--- src/rtl/serial_add_sub_pkg.sv ---
// Shared types and constants for the bit-serial adder/subtractor.
package serial_add_sub_pkg;

    typedef enum logic {
        IDLE = 1'b0,
        RUN  = 1'b1
    } state_e;

    localparam logic ADD = 1'b1;
    localparam logic SUB = 1'b0;

    function automatic int step_count(input int w, input int bpc);
        return w / bpc;
    endfunction

endpackage

--- src/rtl/serial_add_sub_fas_cell.sv ---
// One-bit full adder / full subtractor cell; a_ns_i=1 adds, a_ns_i=0 subtracts (cout_o is then the borrow).
module fas_cell (
    input  logic a_i,
    input  logic b_i,
    input  logic cin_i,
    input  logic a_ns_i,
    output logic s_o,
    output logic cout_o
);

    assign s_o    = a_i ^ b_i ^ cin_i;
    assign cout_o = a_ns_i ? ((a_i & b_i) | (a_i & cin_i) | (b_i & cin_i))
                           : ((~a_i & (b_i | cin_i)) | (b_i & cin_i));

endmodule

--- src/rtl/serial_add_sub.sv ---
// Multi-cycle W-bit add/subtract, BPC bits per clock LSB first, with start/busy/done handshake.
// Signed overflow output is built only when SERIAL_ADD_SUB_OVF_EN is defined; otherwise ovf_o is 0.
module serial_add_sub #(
    parameter int W   = 8,
    parameter int BPC = 1
) (
    input  logic         clk_i,
    input  logic         rst_i,
    input  logic         start_i,
    input  logic         a_ns_i,
    input  logic [W-1:0] a_i,
    input  logic [W-1:0] b_i,
    output logic         busy_o,
    output logic         done_o,
    output logic [W-1:0] s_o,
    output logic         cout_o,
    output logic         ovf_o
);
    import serial_add_sub_pkg::*;

    if (W < 2 || BPC < 1 || (W % BPC) != 0) begin : g_param_err
        $error("serial_add_sub: W must be >= 2 and BPC must divide W");
    end

    localparam int STEPS = step_count(W, BPC);
    localparam int CW    = (STEPS > 1) ? $clog2(STEPS) : 1;
    localparam logic [CW-1:0] CNT_LOAD = CW'(STEPS - 1);

    state_e         state_q, state_d;
    logic [W-1:0]   a_q, a_d, b_q, b_d, acc_q, acc_d, s_q, s_d;
    logic           mode_q, mode_d, carry_q, carry_d;
    logic           cout_q, cout_d, done_q, done_d;
    logic [CW-1:0]  cnt_q, cnt_d;
    logic [BPC-1:0] chain_s;
    logic [BPC:0]   chain_c;
    logic [W-1:0]   acc_shift;

    assign chain_c[0] = carry_q;

    for (genvar i = 0; i < BPC; i++) begin : g_chain
        fas_cell u_cell (
            .a_i    (a_q[i]),
            .b_i    (b_q[i]),
            .cin_i  (chain_c[i]),
            .a_ns_i (mode_q),
            .s_o    (chain_s[i]),
            .cout_o (chain_c[i+1])
        );
    end

    // New bits enter at the MSB end so the LSB-first result lands aligned after STEPS shifts.
    assign acc_shift = W'({chain_s, acc_q} >> BPC);

`ifdef SERIAL_ADD_SUB_OVF_EN
    logic amsb_q, amsb_d, bmsb_q, bmsb_d, ovf_q, ovf_d;
`endif

    always_comb begin
        state_d = state_q;
        a_d     = a_q;
        b_d     = b_q;
        acc_d   = acc_q;
        s_d     = s_q;
        mode_d  = mode_q;
        carry_d = carry_q;
        cout_d  = cout_q;
        cnt_d   = cnt_q;
        done_d  = 1'b0;
`ifdef SERIAL_ADD_SUB_OVF_EN
        amsb_d  = amsb_q;
        bmsb_d  = bmsb_q;
        ovf_d   = ovf_q;
`endif
        case (state_q)
            IDLE: begin
                if (start_i) begin
                    a_d     = a_i;
                    b_d     = b_i;
                    mode_d  = a_ns_i;
                    carry_d = 1'b0;
                    cnt_d   = CNT_LOAD;
                    state_d = RUN;
`ifdef SERIAL_ADD_SUB_OVF_EN
                    amsb_d  = a_i[W-1];
                    bmsb_d  = b_i[W-1];
`endif
                end
            end
            RUN: begin
                a_d     = a_q >> BPC;
                b_d     = b_q >> BPC;
                acc_d   = acc_shift;
                carry_d = chain_c[BPC];
                if (cnt_q == '0) begin
                    s_d     = acc_shift;
                    cout_d  = chain_c[BPC];
                    done_d  = 1'b1;
                    state_d = IDLE;
`ifdef SERIAL_ADD_SUB_OVF_EN
                    if (mode_q == ADD)
                        ovf_d = (amsb_q == bmsb_q) && (acc_shift[W-1] != amsb_q);
                    else
                        ovf_d = (amsb_q != bmsb_q) && (acc_shift[W-1] != amsb_q);
`endif
                end else begin
                    cnt_d = cnt_q - 1'b1;
                end
            end
            default: state_d = IDLE;
        endcase
    end

    always_ff @(posedge clk_i or posedge rst_i) begin
        if (rst_i) begin
            state_q <= IDLE;
            a_q     <= '0;
            b_q     <= '0;
            acc_q   <= '0;
            s_q     <= '0;
            mode_q  <= 1'b0;
            carry_q <= 1'b0;
            cout_q  <= 1'b0;
            cnt_q   <= '0;
            done_q  <= 1'b0;
        end else begin
            state_q <= state_d;
            a_q     <= a_d;
            b_q     <= b_d;
            acc_q   <= acc_d;
            s_q     <= s_d;
            mode_q  <= mode_d;
            carry_q <= carry_d;
            cout_q  <= cout_d;
            cnt_q   <= cnt_d;
            done_q  <= done_d;
        end
    end

`ifdef SERIAL_ADD_SUB_OVF_EN
    always_ff @(posedge clk_i or posedge rst_i) begin
        if (rst_i) begin
            amsb_q <= 1'b0;
            bmsb_q <= 1'b0;
            ovf_q  <= 1'b0;
        end else begin
            amsb_q <= amsb_d;
            bmsb_q <= bmsb_d;
            ovf_q  <= ovf_d;
        end
    end
    assign ovf_o = ovf_q;
`else
    assign ovf_o = 1'b0;
`endif

    assign busy_o = (state_q == RUN);
    assign done_o = done_q;
    assign s_o    = s_q;
    assign cout_o = cout_q;

endmodule

--- config.mk ---
export PLATFORM = sky130hd
export DESIGN_NAME = serial_add_sub
export DESIGN_NICKNAME = d
export VERILOG_FILES = /design/src/rtl/serial_add_sub_pkg.sv /design/src/rtl/serial_add_sub_fas_cell.sv /design/src/rtl/serial_add_sub.sv
export SDC_FILE = /design/constraint.sdc
export NUM_CORES = 1
export LEC_CHECK = 0
export ABC_AREA = 1
export CAP_MARGIN = 5
export CORE_ASPECT_RATIO = 0.75
export CORE_MARGIN = 4
export CORE_UTILIZATION = 48
export CTS_BUF_LIST = sky130_fd_sc_hd__clkbuf_8
export DETAILED_ROUTE_END_ITERATION = 8
export HOLD_SLACK_MARGIN = 0.06
export PLACE_DENSITY = 0.76
export SLEW_MARGIN = 30
export SYNTH_ARGS = -nofsm -noshare
export SYNTH_HDL_FRONTEND = slang
export SYNTH_HIERARCHICAL = 1
export SYNTH_SLANG_ARGS = --single-unit
--- constraint.sdc ---
create_clock -name clk_i -period 1.14 [get_ports clk_i]
set_input_delay 0.228 -clock clk_i [delete_from_list [all_inputs] [get_ports clk_i]]
set_output_delay 0.228 -clock clk_i [all_outputs]
set_load 0.05 [all_outputs]
==> results of run 1 <==
## final timing paths
| path | slack, ns | to | start | depth (start not counted) |
|---|---|---|---|---|
| worst max-delay path | -0.01 | busy_o | busy_o | 1 |
| worst min-delay path | 0.31 | busy_o | rst_i | 3 |
| worst max register to register | 0.01 | a_q[4] | busy_o | 5 |
| worst min register to register | 0.48 | a_q[7] | a_q[7] | 2 |
| max in group asynchronous | 0.63 | s_o[6] | rst_i | 3 |
| min in group clk_i | 0.48 | a_q[7] | a_q[7] | 2 |
## what timing repair did
action,in CTS,in global routing
cloned,1,1
buffers inserted,3,2
resized for setup,4,19
hold endpoints to repair,0,0
pin swaps,1,5
setup endpoints to repair,14,31
## power breakdown
| group | switching [mW] | internal (mW) |
|---|---|---|
| combinational | 1.93 | 1.62 |
| clock | 0.479 | 0.418 |
| sequential | 0.474 | 1.99 |
| total | 2.89 | 4.02 |
## per-layer routing
layer / vias to the layer above / wire length (µm) / GRT usage [%]
met5: - / 0 / 0
met4: 0 / 66 / 8.53
met3: 5 / 168 / 5.32
met2: 23 / 1570 / 24.2
met1: 657 / 1860 / 25.1
li1: 703 / - / -
## flip-flops by register name (all words and copies together) (netlist names)
name     cells
a_q          8
b_q          8
s_o          8
acc_q        7
cnt_q        3
busy_o       1
carry_q      1
cout_o       1
done_o       1
mode_q       1
## through the flow
stage                     TNS [ns]  util, %  cells
final                      -0.0125     72.6    283
after global routing        -0.591     72.6    283
after CTS                 -0.00785     70.3    280
after detailed placement     -4.16     66.2    268
after global placement       -3.52     66.2    268
after floorplan             -0.213        -    197
## layout make-up
type	instances	share of cell area, %
clock buffer	5	2.82
timing repair buffer	44	23.0
inverter	20	3.24
tap	40	2.05
multi-input combinational	132	28.1
sequential	39	40.1
clock inverter	3	0.668
## Yosys cell counts, types with 2 or more instances
cell type | n | area share, %
sky130_fd_sc_hd__buf_2 | 4 | 1.2
sky130_fd_sc_hd__buf_4 | 3 | 1.3
sky130_fd_sc_hd__dfrtp_1 | 39 | 57
sky130_fd_sc_hd__ha_1 | 3 | 2.2
sky130_fd_sc_hd__inv_1 | 18 | 4.0
sky130_fd_sc_hd__inv_2 | 2 | 0.44
sky130_fd_sc_hd__nand2_1 | 86 | 19
sky130_fd_sc_hd__nand3_1 | 16 | 4.7
sky130_fd_sc_hd__nor2_4 | 2 | 1.3
sky130_fd_sc_hd__o21ai_0 | 10 | 2.9
sky130_fd_sc_hd__o21ai_1 | 8 | 2.4
## kinds of logic (layout without fill, tap and decap cells)
kind of cell,after synthesis,after routing,synth area share (%)
xor+xnor,1,1,0.515
flops,39,39,57.4
buf+inv,28,72,7.57
fa+ha+maj,3,3,2.21
other cells,1,1,0.220
compound gates,19,19,5.74
simple gates,106,108,26.4
==> tab_implementation.tex, run 1 <==
\begin{tabular}{lr}
\hline
Metric & Value \\
\hline
\multicolumn{2}{l}{\textbf{Logic synthesis}} \\
\quad Mapped cell area & 1700 µm² \\
\quad Cells after Synth & 197 \\
\quad Fraction of the yosys area taken by sequential cells & 57.4\% \\
\quad Number of storage elements in the synthesis netlist & 39 \\
\quad Count of flip-flops with a built-in enable after synthesis & 0 \\
\quad Ys async rst share & 100\% \\
\quad Number of warning messages in the yosys log & 6 \\
\quad Mean area per synthesized cell & 8.64 µm² \\
\quad Net count after synthesis & 220 \\
\quad Number of distinct library cell variants in the gate-level netlist after synthesis & 17 \\
\quad Prevailing post-synth register cell & sky130\_fd\_sc\_hd\_\_dfrtp\_1 \\
\multicolumn{2}{l}{\textbf{Worst setup path}} \\
\quad Worst path required time & 0.91 ns \\
\quad CP Data Arrival Time & 0.92 ns \\
\quad Delay of the slowest cell on the worst path & 0.46 ns \\
\quad Cell family with most CP delay & flip-flops \\
\quad Crit Path Max Fanout & 4 \\
\quad Slowest stage cell, crit path & sky130\_fd\_sc\_hd\_\_dfrtp\_2 \\
\quad Critical Path Sink Type & output port \\
\quad Number of buffer and inverter stages on the critical path & 1 \\
\quad Critical path launch point type & register \\
\quad CP cell instances & buf\_12 \\
\quad Worst Setup Path Type & register to output port \\
\multicolumn{2}{l}{\textbf{Finish}} \\
\quad Area Growth Syn to Fin & 43.2\% \\
\quad Area taken by flip-flops and latches & 977 µm² \\
\quad Highest-count cells in the layout ignoring fill and taps & sky130\_fd\_sc\_hd\_\_nand2\_1 (80), sky130\_fd\_sc\_hd\_\_dfrtp\_1 (38), sky130\_fd\_sc\_hd\_\_clkdlybuf4s50\_1 (19) \\
\quad Area occupied by multi-input gates & 684 µm² \\
\quad Diodes inserted & 0 \\
\quad Net total in the final layout & 265 \\
\quad Design Area, Final & 2440 µm² \\
\quad Share of post-route cells with drive strength above 1 & 23.0\% \\
\quad Commonest non-fill, non-tap cell in the layout & sky130\_fd\_sc\_hd\_\_nand2\_1 \\
\quad Number of filler instances in the final layout & 247 \\
\multicolumn{2}{l}{\textbf{Clock tree}} \\
\quad Clock slew at reported path FFs & 0.07 ns \\
\quad Root Driver & sky130\_fd\_sc\_hd\_\_clkbuf\_8 \\
\quad CTS tree & built \\
\quad H-tree Lvls & 2 \\
\quad TritonCTS sink count & 39 \\
\quad Hold Buf Count CTS & 0 \\
\quad Number of buffers created by CTS & 5 \\
\quad Clock insertion delay at the later pin of the skew report & 0.29 ns \\
\quad Number of buffers between clock root and the deepest sink & 2 \\
\multicolumn{2}{l}{\textbf{Global route}} \\
\quad Antenna violations before repair & 0 \\
\quad Maximum number of pins on one net before global-route repair & 40 \\
\quad GR Overflow Total & 0 \\
\quad First-pass GRT wire length & 6010 µm \\
\quad Overall routing resource usage & 17.5\% \\
\quad Vias in the first global route & 1291 \\
\multicolumn{2}{l}{\textbf{STA}} \\
\quad Final Worst Setup Slack & -0.0125 ns \\
\quad Final period demand of the worst path & 1.15 ns \\
\quad Worst Skew & 0.00538 ns \\
\quad Max Clk Rate & 868 MHz \\
\quad Unrepaired setup endpoints after global routing & true \\
\quad Finish-stage setup viols & 1 \\
\quad Worst slack on hold paths & 0.313 ns \\
\quad Count of endpoints failing hold in the final timing report & 0 \\
\quad Pins Over Slew Limit & 0 \\
\quad Tcrit/Tclk final & 101\% \\
\multicolumn{2}{l}{\textbf{Die}} \\
\quad DIE AREA & 4570 µm² \\
\quad Number of placement rows & 18 \\
\quad Die Span X & 76.8 µm \\
\quad Core outline area & 3360 µm² \\
\quad Initial core utilization & 50.7\% \\
\quad Overall die height & 59.6 µm \\
\quad I/O pin total & 32 \\
\multicolumn{2}{l}{\textbf{Power}} \\
\quad Highest ir drop seen on vdd & 0.00155 V \\
\quad Leakage power & 1.16 nW \\
\quad Power Total & 6.91 mW \\
\quad Power density relative to cell area & 2840 nW/µm² \\
\multicolumn{2}{l}{\textbf{Route}} \\
\quad Remaining routing DRC violations & 0 \\
\quad Routed via count divided by cell count & 4.90 \\
\quad Residual antenna-violating net count after detailed routing & 0 \\
\quad Post-DR wirelength/cell & 12.9 µm \\
\quad First-pass iteration count of the detailed router & 4 \\
\quad Vias & 1388 \\
\quad Total detailed-routing wirelength & 3660 µm \\
\quad Iteration-0 DRC count of the detailed router & 141 \\
\multicolumn{2}{l}{\textbf{Placed design}} \\
\quad Place WS & -0.208 ns \\
\quad Placed wire-length estimate after detailed placement & 2400 µm \\
\quad PortBufs & 30 \\
\quad RePlAce Congestion & 0.790 \\
\quad Total placed instance area & 2220 µm² \\
\multicolumn{2}{l}{\textbf{Worst hold path}} \\
\quad Class of the tightest hold or removal check & primary input to async pin \\
\multicolumn{2}{l}{\textbf{Status}} \\
\quad Violations in the final reports & negative setup slack \\
\quad Status & finished with violations \\
\multicolumn{2}{l}{\textbf{Run}} \\
\quad Count of max-cap constraint violations & 0 \\
\hline
\end{tabular}
No activity file was read; power rests on OpenSTA's default activity.
==> run 2, diff against run 1 <==
- SLEW_MARGIN: 30 -> 10
==> results of run 2 <==
The final DEF is identical to that of run 1; final timing and power are the same.
